`src/rtl/ll_req_master_pkg.sv`:
```
// Shared linked-list types and widths used by the request master and its command FIFO.
package ll_req_master_pkg;

  localparam int PTR_WD     = 4;
  localparam int WR_DATA_WD = 8;

  typedef enum logic [2:0] {
    REQ_NONE   = 3'd0,
    PUSH_HEAD  = 3'd1,
    PUSH_TAIL  = 3'd2,
    POP_HEAD   = 3'd3,
    POP_TAIL   = 3'd4,
    READ_NODE  = 3'd5,
    WRITE_NODE = 3'd6
  } t_req_types;

  typedef enum logic [1:0] {
    RESP_NONE = 2'd0,
    OP_DONE   = 2'd1,
    ERROR     = 2'd2
  } t_resp_types;

  typedef enum logic [WR_DATA_WD-1:0] {
    NO_ERROR         = 8'h00,
    POP_LL_EMPTY     = 8'h01,
    LL_FULL          = 8'h02,
    PTR_OUT_OF_RANGE = 8'h03
  } t_error_types;

  // One buffered host command, packed {type, pos, data}
  typedef struct packed {
    t_req_types              typ;
    logic [PTR_WD-1:0]       pos;
    logic [WR_DATA_WD-1:0]   data;
  } t_cmd_entry;

  localparam int CMD_ENTRY_WD = $bits(t_cmd_entry);

  function automatic logic resp_is_err(input t_resp_types t);
    return (t == ERROR);
  endfunction

endpackage

```
`src/rtl/ll_cmd_fifo.sv`:
```
// Parameterised synchronous FIFO with full/empty flags; pointers carry one wrap bit.
module ll_cmd_fifo #(
  parameter int DEPTH = 4,
  parameter int WIDTH = 8
) (
  input  logic             clk,
  input  logic             reset_n,
  input  logic             push_i,
  input  logic [WIDTH-1:0] din_i,
  input  logic             pop_i,
  output logic [WIDTH-1:0] dout_o,
  output logic             full_o,
  output logic             empty_o
);

  localparam int AW = $clog2(DEPTH);
  localparam logic [AW:0] PTR_ONE = (AW+1)'(1);

  logic [WIDTH-1:0] mem_q [DEPTH];
  logic [AW:0]      wr_ptr_q, wr_ptr_d;
  logic [AW:0]      rd_ptr_q, rd_ptr_d;
  logic             do_push_s;
  logic             do_pop_s;

  assign empty_o   = (wr_ptr_q == rd_ptr_q);
  assign full_o    = (wr_ptr_q[AW] != rd_ptr_q[AW]) &&
                     (wr_ptr_q[AW-1:0] == rd_ptr_q[AW-1:0]);
  assign do_push_s = push_i & ~full_o;
  assign do_pop_s  = pop_i & ~empty_o;
  assign dout_o    = mem_q[rd_ptr_q[AW-1:0]];

  always_comb begin
    wr_ptr_d = wr_ptr_q;
    rd_ptr_d = rd_ptr_q;
    if (do_push_s) begin
      wr_ptr_d = wr_ptr_q + PTR_ONE;
    end else begin
      wr_ptr_d = wr_ptr_q;
    end
    if (do_pop_s) begin
      rd_ptr_d = rd_ptr_q + PTR_ONE;
    end else begin
      rd_ptr_d = rd_ptr_q;
    end
  end

  always_ff @(posedge clk or negedge reset_n) begin
    if (!reset_n) begin
      wr_ptr_q <= '0;
      rd_ptr_q <= '0;
    end else begin
      wr_ptr_q <= wr_ptr_d;
      rd_ptr_q <= rd_ptr_d;
    end
  end

  // Storage needs no reset: clearing the pointers makes every entry unreachable
  always_ff @(posedge clk) begin
    if (do_push_s) begin
      mem_q[wr_ptr_q[AW-1:0]] <= din_i;
    end
  end

endmodule

```
`src/rtl/ll_req_master.sv`:
```
// Host-side initiator: buffers commands, issues them one at a time to the linked-list
// controller and returns replies through a one-entry result slot. Watchdog: LL_REQ_TIMEOUT_EN.
module ll_req_master
  import ll_req_master_pkg::*;
#(
  parameter int CMD_DEPTH   = 4,
  parameter int TIMEOUT_CYC = 1024,
  parameter int CNT_WD      = 16
) (
  input  logic                  clk,
  input  logic                  reset_n,
  input  logic                  cmd_vld,
  output logic                  cmd_ready,
  input  t_req_types            cmd_type,
  input  logic [PTR_WD-1:0]     cmd_pos,
  input  logic [WR_DATA_WD-1:0] cmd_data,
  output logic                  req_vld,
  output t_req_types            req_type,
  output logic [PTR_WD-1:0]     req_pos,
  output logic [WR_DATA_WD-1:0] req_data,
  input  logic                  intf_ready,
  input  logic                  resp_vld,
  input  t_resp_types           resp_type,
  input  logic [WR_DATA_WD-1:0] resp_data,
  input  logic                  resp_data_vld,
  output logic                  resp_taken,
  output logic                  out_vld,
  input  logic                  out_ready,
  output t_resp_types           out_type,
  output logic [WR_DATA_WD-1:0] out_data,
  output logic                  out_data_vld,
  output logic                  out_timeout,
  output logic                  busy,
  output logic [CNT_WD-1:0]     req_cnt,
  output logic [CNT_WD-1:0]     err_cnt
);

  typedef enum logic [2:0] {
    S_IDLE      = 3'd0,
    S_ISSUE     = 3'd1,
    S_WAIT_RESP = 3'd2,
    S_TAKE      = 3'd3,
    S_DRAIN     = 3'd4
  } t_state;

  localparam logic [CNT_WD-1:0] CNT_ONE = CNT_WD'(1);

  t_state                state_q, state_d;
  t_req_types            req_type_q, req_type_d;
  logic [PTR_WD-1:0]     req_pos_q, req_pos_d;
  logic [WR_DATA_WD-1:0] req_data_q, req_data_d;
  logic                  out_vld_q, out_vld_d;
  t_resp_types           out_type_q, out_type_d;
  logic [WR_DATA_WD-1:0] out_data_q, out_data_d;
  logic                  out_data_vld_q, out_data_vld_d;
  logic [CNT_WD-1:0]     req_cnt_q, req_cnt_d;
  logic [CNT_WD-1:0]     err_cnt_q, err_cnt_d;

  logic                  fifo_full_s;
  logic                  fifo_empty_s;
  logic                  push_s;
  logic                  pop_s;
  logic                  slot_free_s;
  logic                  capture_s;
  logic                  tmo_fire_s;
  logic                  err_inc_s;
  t_cmd_entry            fifo_din_s;
  t_cmd_entry            fifo_dout_s;

  assign cmd_ready   = ~fifo_full_s;
  assign push_s      = cmd_vld & ~fifo_full_s;
  assign slot_free_s = ~out_vld_q | out_ready;
  assign fifo_din_s  = '{typ: cmd_type, pos: cmd_pos, data: cmd_data};

  ll_cmd_fifo #(
    .DEPTH (CMD_DEPTH),
    .WIDTH (CMD_ENTRY_WD)
  ) u_cmd_fifo (
    .clk     (clk),
    .reset_n (reset_n),
    .push_i  (push_s),
    .din_i   (fifo_din_s),
    .pop_i   (pop_s),
    .dout_o  (fifo_dout_s),
    .full_o  (fifo_full_s),
    .empty_o (fifo_empty_s)
  );

`ifdef LL_REQ_TIMEOUT_EN
  localparam int TO_W = (TIMEOUT_CYC > 2) ? $clog2(TIMEOUT_CYC) : 1;
  localparam logic [TO_W-1:0] TMO_LAST = TO_W'(TIMEOUT_CYC - 1);
  localparam logic [TO_W-1:0] TMO_ONE  = TO_W'(1);

  logic [TO_W-1:0] tmo_cnt_q, tmo_cnt_d;
  logic            tmo_expired_s;
  logic            out_timeout_q, out_timeout_d;

  assign tmo_expired_s = (tmo_cnt_q == TMO_LAST);

  // Watchdog counts only while waiting; holds at the limit until the slot frees
  always_comb begin
    tmo_cnt_d = '0;
    if (state_q == S_WAIT_RESP) begin
      if (tmo_expired_s) begin
        tmo_cnt_d = tmo_cnt_q;
      end else begin
        tmo_cnt_d = tmo_cnt_q + TMO_ONE;
      end
    end else begin
      tmo_cnt_d = '0;
    end
  end

  always_comb begin
    out_timeout_d = out_timeout_q;
    if (capture_s) begin
      out_timeout_d = 1'b0;
    end else if (tmo_fire_s) begin
      out_timeout_d = 1'b1;
    end else if (out_ready) begin
      out_timeout_d = 1'b0;
    end else begin
      out_timeout_d = out_timeout_q;
    end
  end

  always_ff @(posedge clk or negedge reset_n) begin
    if (!reset_n) begin
      tmo_cnt_q     <= '0;
      out_timeout_q <= 1'b0;
    end else begin
      tmo_cnt_q     <= tmo_cnt_d;
      out_timeout_q <= out_timeout_d;
    end
  end

  assign out_timeout = out_timeout_q;
`else
  logic unused_timeout_s;
  assign unused_timeout_s = ^TIMEOUT_CYC;
  assign out_timeout      = 1'b0;
`endif

  // Transaction sequencing; the response wins over a simultaneous watchdog expiry
  always_comb begin
    state_d    = state_q;
    pop_s      = 1'b0;
    capture_s  = 1'b0;
    tmo_fire_s = 1'b0;
    case (state_q)
      S_IDLE: begin
        if (!fifo_empty_s && intf_ready) begin
          state_d = S_ISSUE;
          pop_s   = 1'b1;
        end else begin
          state_d = S_IDLE;
        end
      end
      S_ISSUE: state_d = S_WAIT_RESP;
      S_WAIT_RESP: begin
        if (resp_vld && slot_free_s) begin
          state_d = S_TAKE;
`ifdef LL_REQ_TIMEOUT_EN
        end else if (tmo_expired_s && slot_free_s) begin
          state_d    = S_IDLE;
          tmo_fire_s = 1'b1;
`endif
        end else begin
          state_d = S_WAIT_RESP;
        end
      end
      S_TAKE: begin
        capture_s = 1'b1;
        state_d   = S_DRAIN;
      end
      S_DRAIN: state_d = S_IDLE;
      default: state_d = S_IDLE;
    endcase
  end

  // Request fields load on pop and stay put until the next pop
  always_comb begin
    req_type_d = req_type_q;
    req_pos_d  = req_pos_q;
    req_data_d = req_data_q;
    if (pop_s) begin
      req_type_d = fifo_dout_s.typ;
      req_pos_d  = fifo_dout_s.pos;
      req_data_d = fifo_dout_s.data;
    end else begin
      req_type_d = req_type_q;
      req_pos_d  = req_pos_q;
      req_data_d = req_data_q;
    end
  end

  // Result slot: a new capture reloads even while the host is draining it
  always_comb begin
    out_vld_d      = out_vld_q;
    out_type_d     = out_type_q;
    out_data_d     = out_data_q;
    out_data_vld_d = out_data_vld_q;
    if (capture_s) begin
      out_vld_d      = 1'b1;
      out_type_d     = resp_type;
      out_data_d     = resp_data;
      out_data_vld_d = resp_data_vld;
    end else if (tmo_fire_s) begin
      out_vld_d      = 1'b1;
      out_type_d     = ERROR;
      out_data_d     = '0;
      out_data_vld_d = 1'b0;
    end else if (out_ready) begin
      out_vld_d = 1'b0;
    end else begin
      out_vld_d = out_vld_q;
    end
  end

  assign err_inc_s = (capture_s && resp_is_err(resp_type)) || tmo_fire_s;

  // Saturating statistics
  always_comb begin
    req_cnt_d = req_cnt_q;
    err_cnt_d = err_cnt_q;
    if ((state_q == S_ISSUE) && (req_cnt_q != '1)) begin
      req_cnt_d = req_cnt_q + CNT_ONE;
    end else begin
      req_cnt_d = req_cnt_q;
    end
    if (err_inc_s && (err_cnt_q != '1)) begin
      err_cnt_d = err_cnt_q + CNT_ONE;
    end else begin
      err_cnt_d = err_cnt_q;
    end
  end

  always_ff @(posedge clk or negedge reset_n) begin
    if (!reset_n) begin
      state_q        <= S_IDLE;
      req_type_q     <= REQ_NONE;
      req_pos_q      <= '0;
      req_data_q     <= '0;
      out_vld_q      <= 1'b0;
      out_type_q     <= RESP_NONE;
      out_data_q     <= '0;
      out_data_vld_q <= 1'b0;
      req_cnt_q      <= '0;
      err_cnt_q      <= '0;
    end else begin
      state_q        <= state_d;
      req_type_q     <= req_type_d;
      req_pos_q      <= req_pos_d;
      req_data_q     <= req_data_d;
      out_vld_q      <= out_vld_d;
      out_type_q     <= out_type_d;
      out_data_q     <= out_data_d;
      out_data_vld_q <= out_data_vld_d;
      req_cnt_q      <= req_cnt_d;
      err_cnt_q      <= err_cnt_d;
    end
  end

  assign req_vld      = (state_q == S_ISSUE);
  assign resp_taken   = (state_q == S_TAKE);
  assign req_type     = req_type_q;
  assign req_pos      = req_pos_q;
  assign req_data     = req_data_q;
  assign out_vld      = out_vld_q;
  assign out_type     = out_type_q;
  assign out_data     = out_data_q;
  assign out_data_vld = out_data_vld_q;
  assign busy         = (state_q != S_IDLE) | ~fifo_empty_s;
  assign req_cnt      = req_cnt_q;
  assign err_cnt      = err_cnt_q;

endmodule
```
`config.mk`:
```
export PLATFORM = sky130hd
export DESIGN_NAME = ll_req_master
export DESIGN_NICKNAME = d
export VERILOG_FILES = /design/src/rtl/ll_req_master_pkg.sv /design/src/rtl/ll_cmd_fifo.sv /design/src/rtl/ll_req_master.sv
export SDC_FILE = /design/constraint.sdc
export NUM_CORES = 1
export LEC_CHECK = 0
export ABC_CLOCK_PERIOD_IN_PS = 1800
export CELL_PAD_IN_SITES_DETAIL_PLACEMENT = 1
export CELL_PAD_IN_SITES_GLOBAL_PLACEMENT = 1
export CORE_MARGIN = 4
export CORE_UTILIZATION = 30
export CTS_CLUSTER_SIZE = 12
export DETAILED_ROUTE_END_ITERATION = 6
export GPL_ROUTABILITY_DRIVEN = 0
export GPL_TIMING_DRIVEN = 0
export HOLD_SLACK_MARGIN = 0.1
export PLACE_DENSITY = 0.66
export SYNTH_ARGS = -nofsm -noshare
export SYNTH_HDL_FRONTEND = slang
export SYNTH_SLANG_ARGS = --single-unit
export TNS_END_PERCENT = 5
```
`constraint.sdc`:
```
create_clock -name clk -period 1.8 [get_ports clk]
set_input_delay 0.18 -clock clk [delete_from_list [all_inputs] [get_ports clk]]
set_output_delay 0.18 -clock clk [all_outputs]
set_load 0.005 [all_outputs]
```
After elaboration in Yosys (flattened, before gate mapping). Memories as Yosys holds them, arrays and structs flattened. A register that Yosys moved wholly into a read port is not among the register bits. Index checks and enable logic that the tools add are counted.

Register bits after elaboration: 53. RAM bits: 60. Input port bits: 32. Output and inout port bits: 64. Logic and storage cells: 52. Memories: 1.

$add $sub $neg: 4. Equality and inequality tests: 9. Multiplexer cells: 10. Bitwise operators: 8. Reductions and logical operators: 11.

Memory list: u_cmd_fifo.mem_q (words 4, bits a word 15, read ports 1, clocked after memory_dff 1, write ports 1, line ll_cmd_fifo.sv:19) `logic [WIDTH-1:0] mem_q [DEPTH];`.

Operators by type and width (number): $add A16 B1 Y16 const B (2); $ne A16 B16 Y1 const B (2); $pmux W3 S4 (1); $mux W1 (9); $add A3 B1 Y3 const B (2); $eq A3 B2 Y1 const B (2); $logic_and A1 B1 Y1 (6); $and A1 B1 Y1 (3); $eq A3 B1 Y1 const B (1); $eq A3 B3 Y1 (1); $logic_not A3 Y1 (1); $not A1 Y1 (3); $reduce_bool A3 Y1 (1); $eq A2 B2 Y1 (1); $eq A2 B2 Y1 const B (1); $logic_not A1 Y1 (2); $or A1 B1 Y1 (2); $reduce_bool A2 Y1 (1); $ne A1 B1 Y1 (1).

Longest topological paths before layout.
Word-level depth: 7. Mapped depth: 6. Mapped depth without buffers: 5.

Modules after synthesis. From an unflattened synthesis, not the netlist that was laid out.

Cells, all modules: 379. Area, all modules: 5486.5 um2.

Modules (own cells, without submodules): ll_req_master (instances 1, cells an instance 252, area an instance 2801.4 um2, seq. area each 1551.5 um2); ll_cmd_fifo (instances 1, cells an instance 127, area an instance 2685.1 um2, seq. area each 1951.9 um2).

Least setup slack after synthesis. OpenSTA, ideal clock, no wires.

Path kind: register -> register. Start point: reg u_cmd_fifo.rd_ptr_q[1]. End point: mem u_cmd_fifo.mem_q[3][0] (netlist name), enable pin. Library setup time: 0.374 ns. Arrival time: 1.628 ns. Required time: 1.426 ns. Setup slack: -0.203 ns. Cell stages (with the launch flop): 5. Buffers on the path: 1. Period minus slack after synthesis: 2.003 ns. Path through: dfrtp_1 buf_2 xnor2_1 a31oi_1 and2_1.

Longest elaborated chain between the ends: 7.

Ends and longest elaborated chain: from (decl) (line ll_cmd_fifo.sv:21) `logic [AW:0] rd_ptr_q, rd_ptr_d;`; from (signal assigned) (line ll_cmd_fifo.sv:53) `rd_ptr_q <= rd_ptr_d;`; $eq A2 B2 Y1 * (line ll_cmd_fifo.sv:27) `(wr_ptr_q[AW-1:0] == rd_ptr_q[AW-1:0]);`; $logic_and A1 B1 Y1 * (line ll_cmd_fifo.sv:26) `assign full_o = (wr_ptr_q[AW] != rd_ptr_q[AW]) &&`; $not A1 Y1 * (line ll_cmd_fifo.sv:28, ll_req_master.sv:71); $and A1 B1 Y1 (line ll_req_master.sv:71) `assign push_s = cmd_vld & ~fifo_full_s;`; $and A1 B1 Y1 * (line ll_cmd_fifo.sv:28) `assign do_push_s = push_i & ~full_o;`; $mux W1 * (line ll_cmd_fifo.sv:59) `if (do_push_s) begin`; $mux W1 (implied by the code) * (line ll_cmd_fifo.sv:60) `mem_q[wr_ptr_q[AW-1:0]] <= din_i;`; to (decl) (line ll_cmd_fifo.sv:19).

Mark *: on every way between the ends. The rest lies on a longest branch, timed or not.

Worst setup path after layout.
Start point: reg state_q[1]. End point: reg req_data_q[2] (netlist: req_data[2]) (read register of u_cmd_fifo.mem_q).

Longest elaborated chain between the ends: 2.

Ends and longest elaborated chain: from (decl) (line ll_req_master.sv:48) `t_state state_q, state_d;`; from (signal assigned) (line ll_req_master.sv:251) `state_q <= state_d;`; $logic_not A3 Y1 (line ll_req_master.sv:150) `case (state_q)`; $mux W1 (line ll_req_master.sv:150); to (decl) (line ll_req_master.sv:51) `logic [WR_DATA_WD-1:0] req_data_q, req_data_d;`.

No other way between the ends. A chain may end at the register's enable or synchronous reset.

==> flow_summary.toml <==
[yosys]
yosysTopAreaCell = "edfxtp_1"
yosysWarningCount = 0
netlist_top_cells_area = "edfxtp_1 34%, dfrtp_1 32%, mux4_2 6.4%, xor2_1 5.1%, nand2_1 3.5%"
syn_area_per_cell_um2 = 15.03
yosys_most_used_dff = "dfrtp_1"
synth_seq_cells = 128
async_flop_share_pct = 53.13
syn_area_um2 = 5305
syn_nets = 392
synth_edf_count = 60
synth_top_cell_area_share_pct = 33.96
synth_cell_type_count = 41
yosysSeqAreaShare_pct = 66.04
syn_inst = 353

[global_route]
gr-total-overflow = 0
grt_max_degree = 39
grt_pass1_wl_mm = 22.49
antenna_found_initial = 0
top_usage_layer = "met2"
met3_usage_pct = 3.494
grtUsageMet1_pct = 18.11
grt_pass1_vias = 3934
grtUsageMet2_pct = 25.83
grt_usage_pct = 14.88

[power]
p_seq_share_pct = 34.9
p_leak_nw = 3.200
clkPwrFrac_pct = 27.5
ir_drop_mv = 0.9262
power_mw = 12.52
p_int_mw = 8.910
p_switching_mw = 3.608
switching_share_pct = 28.82
p_per_area_nw_per_um2 = 1603
pwr-share-comb_pct = 37.6

[timing]
fin_ws_ns = -0.1607
fmax_mhz = 510.0
period_share_pct = 108.9
rsz0062_at_grt = "yes"
max_slew_margin_pct = 64.88
timing.final.crit_period_ns = 1.961
tightest_slew_ns = 0.5249
setup_viol = 38
finClkSkew_ns = 0.007854
drv_slew = 0
hold_viol = 0
holdWs_ns = 0.2603

[floorplan]
row_count = 48
die_area_um2 = 19880
start_util_pct = 30.67
fp.dieW_um = 141.0
die_h_um = 141.0
io_pins = 96
design.core.area_um2 = 17300

[place]
io_buffer_count = 94
dpl.hpwl_mm = 8.711
post-place-ws_ns = -0.5014
dp.cells = 673

[cts]
cts_num_sinks = 128
path_clk_slew_ns = 0.06
htreeDepth = 4
root_buffer = "clkbuf_16"
clk_latency_ns = 0.41
clockBufferDepth = 2
tritoncts = "done"
cts_buffers = 17

[detailed_routing]
vias = 3503
first_pass_iters = 4
wl_mm = 13.86
drc = 0
vias_per_cell = 4.734
wl_per_cell_um = 18.73
ant_nets = 0
drt_iter0_drc = 129

[setup_path]
critPathKind = "reg2reg"
r2r_cells = 6
r2r_setup_slack_ns = -0.16
r2r_start = "state_q[1]"
worst-path-max-fanout = 5
reg2reg_to = "req_data[2]"
cp.arrival_ns = 2.26
endpoint_kind = "flip-flop"
required_ns = 2.10
cp-start-kind = "flip-flop"

[final_layout]
nets = 542
layoutNonFillerInstCount = 740
drive_gt1_share_pct = 29.32
areaGrowthSynthToFinish_pct = 47.17
antenna_cells = 0

[outcome]
status = "complete, but fails checks"
violations = "setup timing"

[hold_path]
hold_path.class = "in2async"

[job]
cap_violations = 0
-- sequential cells by signal, summed over array words and instances (netlist names) --
| name | count |
|---|---|
| u_cmd_fifo.mem_q | 60 |
| err_cnt | 16 |
| req_cnt | 16 |
| out_data | 8 |
| req_data | 8 |
| req_pos | 4 |
| req_type | 3 |
| state_q | 3 |
| u_cmd_fifo.rd_ptr_q | 3 |
| u_cmd_fifo.wr_ptr_q | 3 |
| out_type | 2 |
| out_data_vld | 1 |
| out_vld | 1 |
-- through the flow --
stage / area, um2 / util, % / setup TNS [ns]
finish: 7807 / 45.14 / -3.065
global route: 7807 / 45.14 / -8.114
CTS: 7714 / 44.60 / -2.274
detailed placement: 6559 / 37.92 / -39.35
global placement: 6534 / 37.77 / -179.17
floorplan: 5311 / - / -1.636
-- metal layers --
metal  part of all wire, %  up-vias
li1                      -     1597
met1                    42     1809
met2                    52       81
met3                   4.3       16
met4                   1.4        0
met5                     0        -
-- timing repair --
item | in CTS | in global routing
cloned | 4 | 0
pin swaps | 13 | 8
buffers inserted | 30 | 2
hold buffers | 1 | 0
endpoints found under the hold margin | 37 | 0
gates resized for setup | 78 | 21
setup endpoints to repair | 114 | 112
-- cell usage in the layout (no fill, tap or decap), drive strengths merged --
master,instances
inv,6
edfxtp,60
clkinvlp,4
bufinv,3
and3,3
xor2,31
nand2,50
buf,48
nand4,10
nor4,14
or3b,1
o21ai,1
clkbuf,23
a41o,1
nand2b,2
nor3b,4
dlygate4sd3,1
or2,1
ha,7
conb,1
nor4b,2
nor2,6
xnor2,5
mux2,19
dfrtp,68
and4,1
nand3b,2
nor3,10
nand3,10
clkdlybuf4s50,89
or4b,3
mux4,15
clkinv,3
clkdlybuf4s15,1
a31oi,3
and2,7
-- synth_stat cells (all sizes together), types with 3 or more instances --
library cell  number
nor3              10
inv                6
dfrtp             68
and3               3
nor4              14
xor2              31
mux4              15
nand4             10
nand3             10
nor2               6
a31oi              3
buf               11
nand2             50
edfxtp            60
ha                 7
or4b               3
nor3b              4
and2               4
mux2              19
xnor2              5
-- power by group through the flow --
stage / logic (mW) / clock network, mW / registers [mW]
floorplan: 1.78 / 0 / 4.34
finish: 4.71 / 3.44 / 4.37
global placement: 3.27 / 0 / 4.36
detailed placement: 3.38 / 0 / 4.42
global route: 5.10 / 3.68 / 4.48
CTS: 4.71 / 3.54 / 4.38
-- worst max path at each step --
| stage | from | slack [ns] | end | cells past startpoint |
|---|---|---|---|---|
| detailed placement | intf_ready | -0.50 | req_data[2] | 5 |
| global placement | reset_n | -2.15 | req_cnt[11] | 1 |
| finish | state_q[1] | -0.16 | req_data[2] | 6 |
| global route | state_q[1] | -0.22 | req_type[2] | 6 |
| floorplan | state_q[2] | -0.05 | req_data[2] | 4 |
| CTS | state_q[1] | -0.16 | req_type[2] | 6 |
-- worst max-delay path, cell delays in order (launching register included) --
cell,delay [ns]
dfrtp_1,0.39
buf_6,0.12
or4b_4,0.55
a31oi_4,0.21
buf_12,0.15
buf_12,0.12
mux2_4,0.30
-- final cells by class --
cell class                      instances  area [um2]
Inverter                                6       27.53
Clock inverter                         10       137.6
Tap cell                              225       281.5
Sequential cell                       128        3506
Fill cell                            1760        9489
Buffer                                 13       138.9
Multi-Input combinational cell        209        1971
Timing Repair Buffer                  128        1295
Clock buffer                           21       450.4
-- cell families after synthesis --
logic type | Yosys count | synth area share [%]
AO/OA/AOI/OAI | 5 | 0.9197
buffers and inverters | 19 | 1.792
XOR/XNOR | 36 | 5.943
flip-flops | 128 | 66.04
AND/OR/NAND/NOR | 123 | 13.11
other | 1 | 0.07069
adder cells (fa/ha/maj) | 7 | 1.651
multiplexers | 34 | 10.47
No activity file was read; power rests on OpenSTA's default activity.
